===== config.mk =====
export PLATFORM = sky130hd
export DESIGN_NAME = midi_voice_allocator_flat
export DESIGN_NICKNAME = d
export VERILOG_FILES = /design/src/rtl/midi_voice_allocator_if.sv /design/src/rtl/midi_voice_allocator.sv /design/src/flat_wrapper.sv
export SDC_FILE = /design/constraint.sdc
export NUM_CORES = 1
export LEC_CHECK = 0
export CORE_MARGIN = 1
export CORE_UTILIZATION = 30
export CTS_CLUSTER_SIZE = 20
export DETAILED_ROUTE_END_ITERATION = 10
export GPL_TIMING_DRIVEN = 0
export PLACE_DENSITY = 0.5
export SETUP_SLACK_MARGIN = 0.3
export SLEW_MARGIN = 15
export SYNTH_ARGS = -nofsm -noshare
export SYNTH_HDL_FRONTEND = slang
export SYNTH_SLANG_ARGS = --single-unit

===== constraint.sdc =====
create_clock -name iCLK -period 4.35 [get_ports iCLK]
set_clock_uncertainty 0.05 [all_clocks]
set_input_delay 0.87 -clock iCLK [delete_from_list [all_inputs] [get_ports iCLK]]
set_output_delay 0.87 -clock iCLK [all_outputs]
set_load 0.03 [all_outputs]

===== src/rtl/midi_voice_allocator_if.sv =====
// midi_voice_allocator_if: received MIDI byte stream, one byte plus a one-cycle valid strobe.
// The UART receiver side is the master; the voice allocator is the slave.
interface midi_voice_allocator_if;
   logic [7:0] iMidiRd;
   logic       iMidiVd;

   modport master (output iMidiRd, output iMidiVd);
   modport slave  (input  iMidiRd, input  iMidiVd);
endinterface


===== src/rtl/midi_voice_allocator.sv =====
// midi_voice_allocator: channel-voice MIDI parser with running status and oldest-first voice stealing.
// Optional sustain pedal (CC64) handling is built when SYNTH_ALLOC_SUSTAIN_EN is defined.
//
// state   | meaning
// sNoStat | no running status; data bytes are errors (or SysEx payload, silently dropped)
// sData1  | running status valid, waiting for first data byte
// sData2  | first data byte latched, waiting for second
module midi_voice_allocator #(
   parameter int pVoiceNum  = 4,
   parameter int pRankWidth = 2,
   parameter bit pOmni      = 1'b0
) (
   input  logic                   iCLK,
   input  logic                   inRST,
   midi_voice_allocator_if.slave  midiBus,
   input  logic [3:0]             iMidiCh,
   input  logic                   iVoiceClr,
   output logic [pVoiceNum*7-1:0] oVoiceNote,
   output logic [pVoiceNum*7-1:0] oVoiceVel,
   output logic [pVoiceNum-1:0]   oVoiceGate,
   output logic [pVoiceNum-1:0]   oVoiceTrig,
   output logic                   oSteal,
   output logic                   oParseErr
);

   typedef enum logic [1:0] {sNoStat, sData1, sData2} stateT;

   stateT                 state;
   logic [7:0]            runStat;
   logic                  inSysex;
   logic [6:0]            d1Reg;

   logic [6:0]            note [pVoiceNum];
   logic [6:0]            vel  [pVoiceNum];
   logic [pRankWidth-1:0] rank [pVoiceNum];
   logic [pVoiceNum-1:0]  gate;
   logic [pVoiceNum-1:0]  trig;
   logic                  steal;
   logic                  parseErr;

`ifdef SYNTH_ALLOC_SUSTAIN_EN
   logic                  sustain;
   logic [pVoiceNum-1:0]  hold;
   logic                  ccSusEv;
`endif

   logic [7:0]            rd;
   logic                  isData;
   logic                  oneByte;
   logic                  msgDone;
   logic                  chanOk;
   logic                  noteOnEv;
   logic                  noteOffEv;
   logic [6:0]            msgD1;
   logic [6:0]            msgD2;

   assign rd = midiBus.iMidiRd;

   // The completed message is decoded combinationally so voices update on the edge that takes the last byte.
   always_comb begin
      isData    = midiBus.iMidiVd && !rd[7];
      oneByte   = (runStat[7:4] == 4'hC) || (runStat[7:4] == 4'hD);
      msgDone   = isData && (((state == sData1) && oneByte) || (state == sData2));
      msgD1     = (state == sData2) ? d1Reg : rd[6:0];
      msgD2     = (state == sData2) ? rd[6:0] : 7'd0;
      chanOk    = pOmni || (runStat[3:0] == iMidiCh);
      noteOnEv  = msgDone && chanOk && (runStat[7:4] == 4'h9) && (msgD2 != 7'd0);
      noteOffEv = msgDone && chanOk &&
                  ((runStat[7:4] == 4'h8) || ((runStat[7:4] == 4'h9) && (msgD2 == 7'd0)));
   end

`ifdef SYNTH_ALLOC_SUSTAIN_EN
   assign ccSusEv = msgDone && chanOk && (runStat[7:4] == 4'hB) && (msgD1 == 7'd64);
`endif

   logic [pVoiceNum-1:0]  matchVec;
   logic                  anyMatch;
   logic                  anyFree;
   logic [pRankWidth-1:0] matchIdx;
   logic [pRankWidth-1:0] freeIdx;
   logic [pRankWidth-1:0] oldIdx;
   logic [pRankWidth-1:0] chosenIdx;
   logic [pRankWidth-1:0] chosenRank;

   // Descending scan so the lowest matching / free index is the one left standing.
   always_comb begin
      matchVec = '0;
      anyMatch = 1'b0;
      anyFree  = 1'b0;
      matchIdx = '0;
      freeIdx  = '0;
      oldIdx   = '0;
      for (int i = pVoiceNum - 1; i >= 0; i--) begin
         matchVec[i] = gate[i] && (note[i] == msgD1);
         if (matchVec[i]) begin
            anyMatch = 1'b1;
            matchIdx = pRankWidth'(i);
         end
         if (!gate[i]) begin
            anyFree = 1'b1;
            freeIdx = pRankWidth'(i);
         end
         if (rank[i] == pRankWidth'(pVoiceNum - 1)) oldIdx = pRankWidth'(i);
      end
      chosenIdx  = anyMatch ? matchIdx : (anyFree ? freeIdx : oldIdx);
      chosenRank = rank[chosenIdx];
   end

   always_ff @(posedge iCLK or negedge inRST) begin
      if (!inRST) begin
         state    <= sNoStat;
         runStat  <= '0;
         inSysex  <= 1'b0;
         d1Reg    <= '0;
         gate     <= '0;
         trig     <= '0;
         steal    <= 1'b0;
         parseErr <= 1'b0;
         for (int i = 0; i < pVoiceNum; i++) begin
            note[i] <= '0;
            vel[i]  <= '0;
            rank[i] <= pRankWidth'(i);
         end
`ifdef SYNTH_ALLOC_SUSTAIN_EN
         sustain  <= 1'b0;
         hold     <= '0;
`endif
      end else begin
         trig     <= '0;
         steal    <= 1'b0;
         parseErr <= 1'b0;

         // Real-time bytes (0xF8-0xFF) fall through untouched.
         if (midiBus.iMidiVd && (rd < 8'hF8)) begin
            if (rd >= 8'hF0) begin
               state   <= sNoStat;
               runStat <= '0;
               inSysex <= (rd == 8'hF0);
            end else if (rd[7]) begin
               state   <= sData1;
               runStat <= rd;
               inSysex <= 1'b0;
            end else begin
               case (state)
                  sNoStat: parseErr <= !inSysex;
                  sData1: begin
                     d1Reg <= rd[6:0];
                     if (!oneByte) state <= sData2;
                  end
                  sData2:  state <= sData1;
                  default: state <= sNoStat;
               endcase
            end
         end

         if (iVoiceClr) begin
            gate <= '0;
`ifdef SYNTH_ALLOC_SUSTAIN_EN
            sustain <= 1'b0;
            hold    <= '0;
`endif
         end else if (noteOnEv) begin
            note[chosenIdx] <= msgD1;
            vel[chosenIdx]  <= msgD2;
            gate[chosenIdx] <= 1'b1;
            trig[chosenIdx] <= 1'b1;
            steal           <= !anyMatch && !anyFree;
            for (int i = 0; i < pVoiceNum; i++) begin
               if (pRankWidth'(i) == chosenIdx) rank[i] <= '0;
               else if (rank[i] < chosenRank) rank[i] <= rank[i] + 1'b1;
            end
`ifdef SYNTH_ALLOC_SUSTAIN_EN
            hold[chosenIdx] <= 1'b0;
`endif
         end else if (noteOffEv) begin
`ifdef SYNTH_ALLOC_SUSTAIN_EN
            if (sustain) begin
               hold <= hold | matchVec;
            end else begin
               gate <= gate & ~matchVec;
               hold <= hold & ~matchVec;
            end
`else
            gate <= gate & ~matchVec;
`endif
         end
`ifdef SYNTH_ALLOC_SUSTAIN_EN
         else if (ccSusEv) begin
            if (msgD2 >= 7'd64) begin
               sustain <= 1'b1;
            end else begin
               sustain <= 1'b0;
               gate    <= gate & ~hold;
               hold    <= '0;
            end
         end
`endif
      end
   end

   for (genvar g = 0; g < pVoiceNum; g++) begin : gOut
      assign oVoiceNote[7*g +: 7] = note[g];
      assign oVoiceVel[7*g +: 7]  = vel[g];
   end

   assign oVoiceGate = gate;
   assign oVoiceTrig = trig;
   assign oSteal     = steal;
   assign oParseErr  = parseErr;

endmodule


===== src/flat_wrapper.sv =====
// flat-port wrapper written by rule: the top's interface ports become plain ports
module midi_voice_allocator_flat 
#(
   parameter int pVoiceNum  = 4,
   parameter int pRankWidth = 2,
   parameter bit pOmni      = 1'b0
)
  (iCLK, inRST, iMidiCh, iVoiceClr, oVoiceNote, oVoiceVel, oVoiceGate, oVoiceTrig, oSteal, oParseErr, midiBus_iMidiRd, midiBus_iMidiVd);
  midi_voice_allocator_if midiBus_i ();
  input  logic iCLK;
  input  logic inRST;
  input  logic [3:0] iMidiCh;
  input  logic iVoiceClr;
  output logic [pVoiceNum*7-1:0] oVoiceNote;
  output logic [pVoiceNum*7-1:0] oVoiceVel;
  output logic [pVoiceNum-1:0] oVoiceGate;
  output logic [pVoiceNum-1:0] oVoiceTrig;
  output logic oSteal;
  output logic oParseErr;
  input wire logic [$bits(midiBus_i.iMidiRd)-1:0] midiBus_iMidiRd;
  input wire logic [$bits(midiBus_i.iMidiVd)-1:0] midiBus_iMidiVd;
  assign midiBus_i.iMidiRd = midiBus_iMidiRd;
  assign midiBus_i.iMidiVd = midiBus_iMidiVd;
  midi_voice_allocator #(.pVoiceNum(pVoiceNum), .pRankWidth(pRankWidth), .pOmni(pOmni)) u_core (.iCLK(iCLK), .inRST(inRST), .midiBus(midiBus_i), .iMidiCh(iMidiCh), .iVoiceClr(iVoiceClr), .oVoiceNote(oVoiceNote), .oVoiceVel(oVoiceVel), .oVoiceGate(oVoiceGate), .oVoiceTrig(oVoiceTrig), .oSteal(oSteal), .oParseErr(oParseErr));
endmodule

==> results.toml, run 1 <==
[worst_setup_path]
worstReg2RegEnd = "u_core.rank[1]"
r2r-start = "u_core.state[0]"
slowest_delay_ns = 0.52
path_class = "in -> reg"
cp-start-kind = "input port"
cp_data_arrival_time_ns = 4.01
rrSetupSlack_ns = 0.62
cpMostUsedCell = "nand2b_1"
cpMaxStageDelayCell = "clkdlybuf4s50_1"
reg2reg_depth = 13
cp_max_fo = 10
crit_chain = "clkdlybuf4s50_1, clkbuf_2, xor2_1, nor2_1, a22oi_1, nor4_4, buf_4, o41ai_1, nand2b_1, nand2b_1, clkbuf_1, nand4_1, o21ai_1"
critPathRequiredTime_ns = 4.54
cp-end-kind = "flip-flop"

[timing]
fin_crit_sh_pct = 87.9
setup_viol = 0
max_freq_ghz = 0.261
period_minus_slack_ns = 3.82
hold_viol = 0
holdWs_ns = 0.332
worstMarginPinSlew_ns = 0.690
drv_slew = 0
rsz0062_at_grt = "no"
slew_headroom_pct = 54.0

[detailed_routing]
remaining_drc_errors = 0
vias = 4443
vias_per_cell = 5.29
antenna_left = 0
post_drt_wl_per_cell_um = 19.8
first_iter_violations = 307
drt_pass1_iterations = 4
wl_mm = 16.6

[grt]
grt_first_pass_wirelength_mm = 26.6
grt_use_total_pct = 21.4
grt_overflow = 0
antenna_found_initial = 0
grt_pass1_vias = 4531
grt_max_degree = 64

[floorplanning]
die_h_um = 130
initial_core_util_pct = 30.9
core-area_um2 = 15900
rows = 46
ios = 82
dieWidth_um = 130
dieArea_um2 = 16900

[synthesis]
ys_warn_count = 0
synth.cell_area_um2 = 4920
async_flop_share_pct = 100
yosysSeqAreaShare_pct = 46.9
synth_fp_nets = 546
ys_ff_latch = 92
ys_types = 73
synth_ff_type = "dfrtp_1"
postSynthCellCount = 526
avgSynthCellArea_um2 = 9.35
synth_edf_count = 0

[clock_tree]
cts_root_buffer = "clkbuf_16"
clkLatencyLatePin_ns = 0.36
cts_sinks = 92
htreeDepth = 3
cts_made_buffers = 9
cts_max_path_buffers = 2
clk_pin_slew_ns = 0.07
tritoncts = "built"
hold_buffers = 0

[layout]
final_cells = 840
drive_gt1_share_pct = 9.46
fin_nets = 639
diodes = 0
ff_latch_area_um2 = 2310
fill_cells = 1610
area_growth_pct = 29.2
multi_input_area_um2 = 2440

[pwr]
p_leak_nw = 2.55
worst_ir_drop_vdd_mv = 0.175
total_power_w = 0.00201
power_density_nw_per_um2 = 316

[min_path]
hold_class = "in -> async"

[place]
dp.cells = 821
place.gp.congestion = 0.865
hpwl_mm = 12.0
port_buffers = 78

[outcome]
outcome = "completed"

[flow_run]
drv_cap = 0
## worst max-delay path by stage
| stage | from | endpoint | cells after the start | slack [ns] |
|---|---|---|---|---|
| 2_1_floorplan | midiBus_iMidiRd[5] | u_core.rank[3] | 12 | 0.92 |
| 3_3_place_gp | inRST | u_core.oVoiceVel[0] | 1 | -1.25 |
| 3_5_place_dp | midiBus_iMidiRd[3] | u_core.oVoiceVel[23] | 11 | -0.37 |
| 4_1_cts | midiBus_iMidiRd[0] | u_core.rank[3] | 11 | 0.32 |
| 5_1_grt | midiBus_iMidiRd[5] | u_core.rank[7] | 11 | 0.31 |
| 6_report | midiBus_iMidiRd[4] | u_core.rank[5] | 13 | 0.53 |
## layer usage
metal	share of wire, %	global-route usage (%)	vias to the layer above	wire [µm]
met4	2.3	9.58	0	382
li1	-	-	2070	-
met3	6.8	4.35	22	1130
met5	0	0	-	0
met1	47	29.8	2199	7720
met2	44	32.0	152	7370
## layout by cell type (no fill, tap or decap), drive strengths merged, types with 4 or more instances in the layout
cell type      instances
a21oi                 11
a221oi                 4
buf                   12
clkbuf                33
clkdlybuf4s50         74
clkinvlp               4
dfrtp                 88
dfstp                  4
ha                     4
inv                   14
mux2i                  5
nand2                 89
nand2b                12
nand3                  7
nand3b                 4
nand4                  8
nor2                  22
nor2b                  9
nor3                  15
nor3b                  5
nor4                   7
o211a                  5
o21ai                 85
o31ai                 10
or4                    4
xnor2                 11
xor2                  16
## cells by family (layout without fill, tap and decap cells)
| logic type | count (synthesis) | count (layout) | share of synthesized area (%) |
|---|---|---|---|
| DFF | 92 | 92 | 46.9 |
| AOI/OAI and AO/OA | 155 | 155 | 20.3 |
| adders and majority gates | 4 | 4 | 1.02 |
| xor gates and xnor gates | 27 | 27 | 4.81 |
| and+or+nand+nor | 197 | 197 | 21.3 |
| buffers and inverters | 44 | 142 | 4.02 |
| muxes | 7 | 7 | 1.63 |
## critical path, delay by kind of cell
kind / cells / cell delay, ns
buffers and inverters: 4 / 1.33
XOR/XNOR: 1 / 0.17
AO/OA/AOI/OAI: 3 / 0.87
AND/OR/NAND/NOR: 5 / 0.76
## metrics by stage
stage	setup slack [ns]	cell area (µm²)	utilization, %	TNS, ns
floorplan	0.916	4920	-	0
global placement	-1.25	5970	37.5	-116.49
detailed placement	-0.375	6000	37.6	-7.89
CTS	0.321	6310	39.6	0
global route	0.306	6350	39.9	0
finish	0.526	6350	39.9	0
## flip-flops by register name (all words and copies together), names as in the netlist
signal and cells:
u_core.oVoiceNote 28, u_core.oVoiceVel 28, u_core.rank 8, u_core.runStat 8, u_core.d1Reg 7, u_core.oVoiceGate 4, u_core.oVoiceTrig 4, u_core.state 2
u_core.inSysex 1, u_core.oParseErr 1, u_core.oSteal 1
## repair_timing
item / in CTS / in global routing
pin swaps: 1 / 3
gates resized for setup: 6 / 10
buffers inserted: 0 / 3
setup endpoints to repair: 30 / 59
## synthesized netlist by cell type (all sizes together) (4+ instances only)
master | instances | share of area (%)
xor2 | 16 | 2.8
o211a | 5 | 1.0
ha | 4 | 1.0
nor2 | 22 | 1.7
nand3b | 4 | 0.61
nand3 | 7 | 0.71
a21oi | 11 | 1.1
dfrtp | 88 | 45
nor3b | 5 | 0.76
nand2 | 89 | 6.8
nor2b | 9 | 1.3
dfstp | 4 | 2.1
xnor2 | 11 | 2.0
o21ai | 85 | 8.7
clkbuf | 23 | 1.8
nand4 | 8 | 1.3
a221oi | 4 | 0.71
inv | 14 | 1.1
nor4 | 7 | 1.6
nand2b | 12 | 1.5
o31ai | 10 | 1.5
or4 | 4 | 0.69
mux2i | 5 | 1.2
buf | 7 | 1.2
nor3 | 15 | 1.6
## where the power goes
group | internal [W] | total (W) | switching (W)
sequential | 0.000890 | 0.000947 | 0.0000566
clock | 0.000445 | 0.000796 | 0.000352
combinational | 0.000103 | 0.000263 | 0.000160
## area by class of cell
class | count | area share, %
inverter | 14 | 0.827
clock inverter | 6 | 1.02
multi-input combinational | 390 | 38.5
buffer | 30 | 2.38
sequential | 92 | 36.3
tap | 216 | 4.25
timing repair buffer | 82 | 13.2
clock buffer | 10 | 3.60
No activity file was read; power rests on OpenSTA's default activity.
==> run 2, diff against run 1 <==
Settings changed: PLACE_DENSITY 0.5 to 0.52.
Clock period 4.35 ns to 3.09 ns, I/O delays scaled along.
==> results.toml, run 2 (synthesis gave the netlist of run 1 again) <==
[pwr]
p_leak_nw = 3.25
total_power_w = 0.00309
power_density_nw_per_um2 = 392
worst_ir_drop_vdd_mv = 0.276

[timing]
setup_ws_ns = -0.274
slew_headroom_pct = 56.8
setup_tns_ns = -7.58
drv_slew = 0
max_freq_ghz = 0.297
setup_viol = 37
worstMarginPinSlew_ns = 0.646
fin_crit_sh_pct = 109
period_minus_slack_ns = 3.36
hold_viol = 0
rsz0062_at_grt = "yes"

[detailed_routing]
vias = 4968
wl_met1_mm = 8.26
post_drt_wl_per_cell_um = 21.1
wl_mm = 19.1
wl_met3_mm = 1.09
remaining_drc_errors = 0
first_iter_violations = 332
vias_per_cell = 5.49
antenna_left = 0
dr_wl_met2_mm = 9.08
drt_pass1_iterations = 5
highest_layer = "met4"

[layout]
diodes = 0
drive_gt1_share_pct = 33.1
mostFrequentLayoutCells = "dfrtp_1 (87), clkdlybuf4s50_1 (73), nand2_1 (69)"
fin_nets = 704
mostFrequentLayoutCell = "dfrtp_1"
area_growth_pct = 59.8

[clock_tree]
clkLatencyLatePin_ns = 0.36
cts_root_buffer = "clkbuf_16"
cts_max_path_buffers = 2
tritoncts = "built"
cts_sinks = 92
htreeDepth = 3
cts_made_buffers = 9
clk_pin_slew_ns = 0.07

[grt]
grt_first_pass_wirelength_mm = 29.0
grt_max_degree = 49
grt_overflow = 0
grt_use_total_pct = 23.5
grt_pass1_vias = 4965
antenna_found_initial = 0

[floorplanning]
dieArea_um2 = 16900
die_h_um = 130
rows = 46
dieWidth_um = 130
initial_core_util_pct = 30.9
core-area_um2 = 15900
ios = 82

[outcome]
violations = "negative setup slack"
outcome = "complete, but fails checks"

[worst_setup_path]
cp_data_arrival_time_ns = 3.53
cp_max_fo = 5
rrSetupSlack_ns = -0.27
crit_chain = "buf_6, nor2b_4, buf_12, mux2i_4, buf_6, buf_12, a221o_1, or4_4, buf_4, o41ai_4, nand2b_1, nand2b_4, buf_4, clkbuf_16, nand2_1, o21ai_0"
reg2reg_depth = 16
critPathRequiredTime_ns = 3.26
worstReg2RegEnd = "u_core.oVoiceNote[11]"
cp-start-kind = "flip-flop"
cp-end-kind = "flip-flop"
path_class = "reg -> reg"
slowest_delay_ns = 0.55
cpMaxStageDelayCell = "or4_4"
cp-startpoint = "u_core.state[1]"
r2r-start = "u_core.state[1]"

[flow_run]
drv_cap = 0

[place]
place_ws_ns = -1.11
hpwl_mm = 12.1
place.gp.congestion = 0.867
port_buffers = 78

[min_path]
hold_class = "in -> async"
[run 2: cell count changes in the layout (fill, tap and decap cells not counted), moves of 7 or more]
cell and change:
buf_12 +9, o21ai_0 -36, nand2_2 +10, o21ai_1 +7
nand2_4 +10, nand2_1 -20, buf_4 +38, o21ai_2 +27
buf_8 +7, buf_6 +13, clkbuf_8 +10, clkbuf_1 -15
[run 2: layer usage]
| metal | global-route usage [%] | vias up |
|---|---|---|
| met4 | 11.5 | 0 |
| met3 | 4.06 | 38 |
| li1 | - | 2223 |
| met2 | 37.3 | 181 |
| met1 | 31.0 | 2526 |
| met5 | 0 | - |
[run 2: timing repair]
action                                  in CTS  in global routing
pin swaps                                   44                 30
cloned                                       8                  1
setup buffers                               46                 13
resized for setup                          156                 79
hold buffers                                 0                  0
endpoints found under the setup margin      73                 73
[run 2: worst max path at each step]
stage / to / slack, ns / cells after the start
2_1_floorplan: u_core.rank[3] / 0.04 / 13
3_3_place_gp: u_core.oVoiceVel[22] / -2.19 / 1
3_5_place_dp: u_core.oVoiceVel[19] / -1.11 / 11
4_1_cts: u_core.rank[0] / -0.29 / 15
5_1_grt: u_core.oVoiceNote[11] / -0.38 / 16
6_report: u_core.oVoiceNote[11] / -0.27 / 16
[run 2: area by class of cell]
| class | count | area [µm²] |
|---|---|---|
| inverter | 14 | 52.6 |
| buffer | 30 | 394 |
| timing repair buffer | 147 | 1500 |
| clock inverter | 4 | 55.1 |
| clock buffer | 12 | 267 |
| multi-input combinational | 390 | 3010 |
| sequential | 92 | 2310 |
| fill | 1459 | 8080 |
| tap | 216 | 270 |
[run 2: through the flow]
| stage | hold slack, ns | cell area (µm²) | utilization (%) | instances |
|---|---|---|---|---|
| finish | 0.217 | 7860 | 49.3 | 905 |
| global route | 0.274 | 7860 | 49.3 | 905 |
| CTS | 0.253 | 7470 | 46.9 | 891 |
| detailed placement | 0.408 | 6090 | 38.2 | 821 |
| global placement | 0.402 | 6070 | 38.1 | 820 |
| floorplan | 0.272 | 5020 | - | 526 |
[run 2: where the power goes]
part / switching, W / internal, W
Combinational: 0.000285 / 0.000246
Sequential: 0.0000936 / 0.00125
Clock: 0.000510 / 0.000699
[run 2: critical path: cells and delay by family (launching register included)]
family,cells,cell delay [ns]
compound gates,3,0.52
simple gates,5,1.10
flops,1,0.40
mux,1,0.18
buf+inv,7,0.97
==> run 3, diff against run 2 <==
Settings changed: CAP_MARGIN set to 40.
==> results.toml, run 3 (synthesis gave the netlist of run 1 again) <==
[clock_tree]
clk_pin_slew_ns = 0.07
cts_sinks = 92
cts_max_path_buffers = 2
hold_buffers = 0
tritoncts = "built"
cts_made_buffers = 9
htreeDepth = 3
cts_root_buffer = "clkbuf_16"
clkLatencyLatePin_ns = 0.36

[timing]
max_freq_ghz = 0.304
setup_viol = 20
period_minus_slack_ns = 3.29
rsz0062_at_grt = "yes"
worstMarginPinSlew_ns = 0.637
slew_headroom_pct = 57.6
holdWs_ns = 0.215
fin_crit_sh_pct = 107
hold_viol = 0
drv_slew = 0
setup_ws_ns = -0.204

[grt]
grt_first_pass_wirelength_mm = 28.2
grt_pass1_vias = 4869
grt_use_total_pct = 22.6
globalRouteMet2Util_pct = 36.0
use_met1_pct = 30.5
grt_overflow = 0
met3_usage_pct = 4.39
antenna_found_initial = 0
grt_most_used_layer = "met2"
grt_max_degree = 49

[layout]
final_cells = 892
area_growth_pct = 53.1
fill_cells = 1469
drive_gt1_share_pct = 27.4
mostFrequentLayoutCell = "dfrtp_1"
fin_nets = 692
diodes = 0
mostFrequentLayoutCells = "dfrtp_1 (87), nand2_1 (82), clkdlybuf4s50_1 (72)"

[place]
place.gp.congestion = 0.867
dp.cells = 822
port_buffers = 78
place_ws_ns = -1.12
hpwl_mm = 12.2

[pwr]
power_switching_w = 0.000872
clkPwrFrac_pct = 36.2
cellInternalPower_w = 0.00202
p_seq_share_pct = 46.4
switching_share_pct = 30.1
p_leak_nw = 3.12
power_frac_comb_pct = 17.4
power_density_nw_per_um2 = 384
worst_ir_drop_vdd_mv = 0.311

[worst_setup_path]
rrSetupSlack_ns = -0.20
worstReg2RegEnd = "u_core.rank[3]"
cp-endpoint = "u_core.rank[3]"
path_class = "reg -> reg"
cp_data_arrival_time_ns = 3.53
cp_max_fo = 7
cp-end-kind = "flip-flop"
cp-startpoint = "u_core.state[1]"
reg2reg_depth = 13
cp-start-kind = "flip-flop"
r2r-start = "u_core.state[1]"
critPathRequiredTime_ns = 3.32

[floorplanning]
core-area_um2 = 15900
ios = 82
dieArea_um2 = 16900
initial_core_util_pct = 30.9
rows = 46
dieWidth_um = 130
die_h_um = 130

[detailed_routing]
antenna_left = 0
remaining_drc_errors = 0
vias = 4804
drt_pass1_iterations = 5
vias_per_cell = 5.39
post_drt_wl_per_cell_um = 20.6
wl_mm = 18.4
first_iter_violations = 380

[outcome]
violations = "negative setup slack"
outcome = "complete, but fails checks"

[min_path]
hold_class = "in -> async"

[flow_run]
drv_cap = 0
## run 3: cell count changes in the layout (fill, tap and decap cells not counted), sizes merged
cell / change
buf: -12
bufbuf: -1
bufinv: -1
clkbuf: -2
clkdlybuf4s15: +1
clkdlybuf4s50: -1
clkinv: +2
dlygate4sd2: +1
## run 3: timing repair
| item | in CTS | in global routing |
|---|---|---|
| setup buffers | 37 | 11 |
| cloned | 4 | 3 |
| pin swaps | 32 | 22 |
| endpoints found under the setup margin | 73 | 68 |
| gates resized for setup | 143 | 59 |
## run 3: cell type report
class	count	area, µm²	share of cell area (%)
Tap cell	216	270	3.59
Buffer	30	383	5.08
Clock buffer	10	229	3.04
Clock inverter	5	38.8	0.515
Timing Repair Buffer	135	1380	18.3
Sequential cell	92	2310	30.6
Inverter	14	52.6	0.698
Multi-Input combinational cell	390	2870	38.1
## run 3: routing by layer
metal  routed length, µm  vias to the layer above
li1                    -                     2183
met1                8110                     2389
met3                1100                       35
met2                8740                      197
met4                 459                        0
met5                   0                        -
## run 3: power groups by stage
stage | clock network [W] | registers (W) | logic, W
2_1_floorplan | 0 | 0.00133 | 0.000241
3_3_place_gp | 0 | 0.00135 | 0.000369
3_5_place_dp | 0 | 0.00136 | 0.000379
4_1_cts | 0.00107 | 0.00134 | 0.000480
5_1_grt | 0.00112 | 0.00135 | 0.000542
6_report | 0.00105 | 0.00134 | 0.000504
## run 3: through the flow
step | power, W | cell area [µm²] | setup TNS, ns | utilization [%]
after global routing | 0.00302 | 7530 | -4.33 | 47.2
after CTS | 0.00289 | 7170 | -1.24 | 45.0
after detailed placement | 0.00173 | 6100 | -61.03 | 38.3
after global placement | 0.00172 | 6070 | -260.05 | 38.1
after floorplan | 0.00157 | 5020 | 0 | -
final | 0.00290 | 7530 | -1.29 | 47.2
## run 3: worst min path at each step
stage	start	endpoint	slack (ns)	cells after the start
floorplan	inRST	u_core.d1Reg[0]	0.27	0
global placement	u_core.inSysex	u_core.oParseErr	0.40	1
detailed placement	u_core.inSysex	u_core.oParseErr	0.41	1
CTS	inRST	u_core.runStat[5]	0.25	1
global route	inRST	u_core.runStat[5]	0.27	1
finish	inRST	u_core.runStat[5]	0.21	1
## run 3: critical path, stage by stage (launching register included)
cell       delay, ns
dfrtp_1         0.40
buf_6           0.12
nor2b_4         0.12
buf_12          0.14
mux2i_4         0.18
buf_6           0.14
a221o_1         0.37
or4_4           0.57
and3_4          0.18
o21ai_4         0.15
o2111ai_4       0.19
buf_6           0.17
o31a_1          0.23
o211a_1         0.20
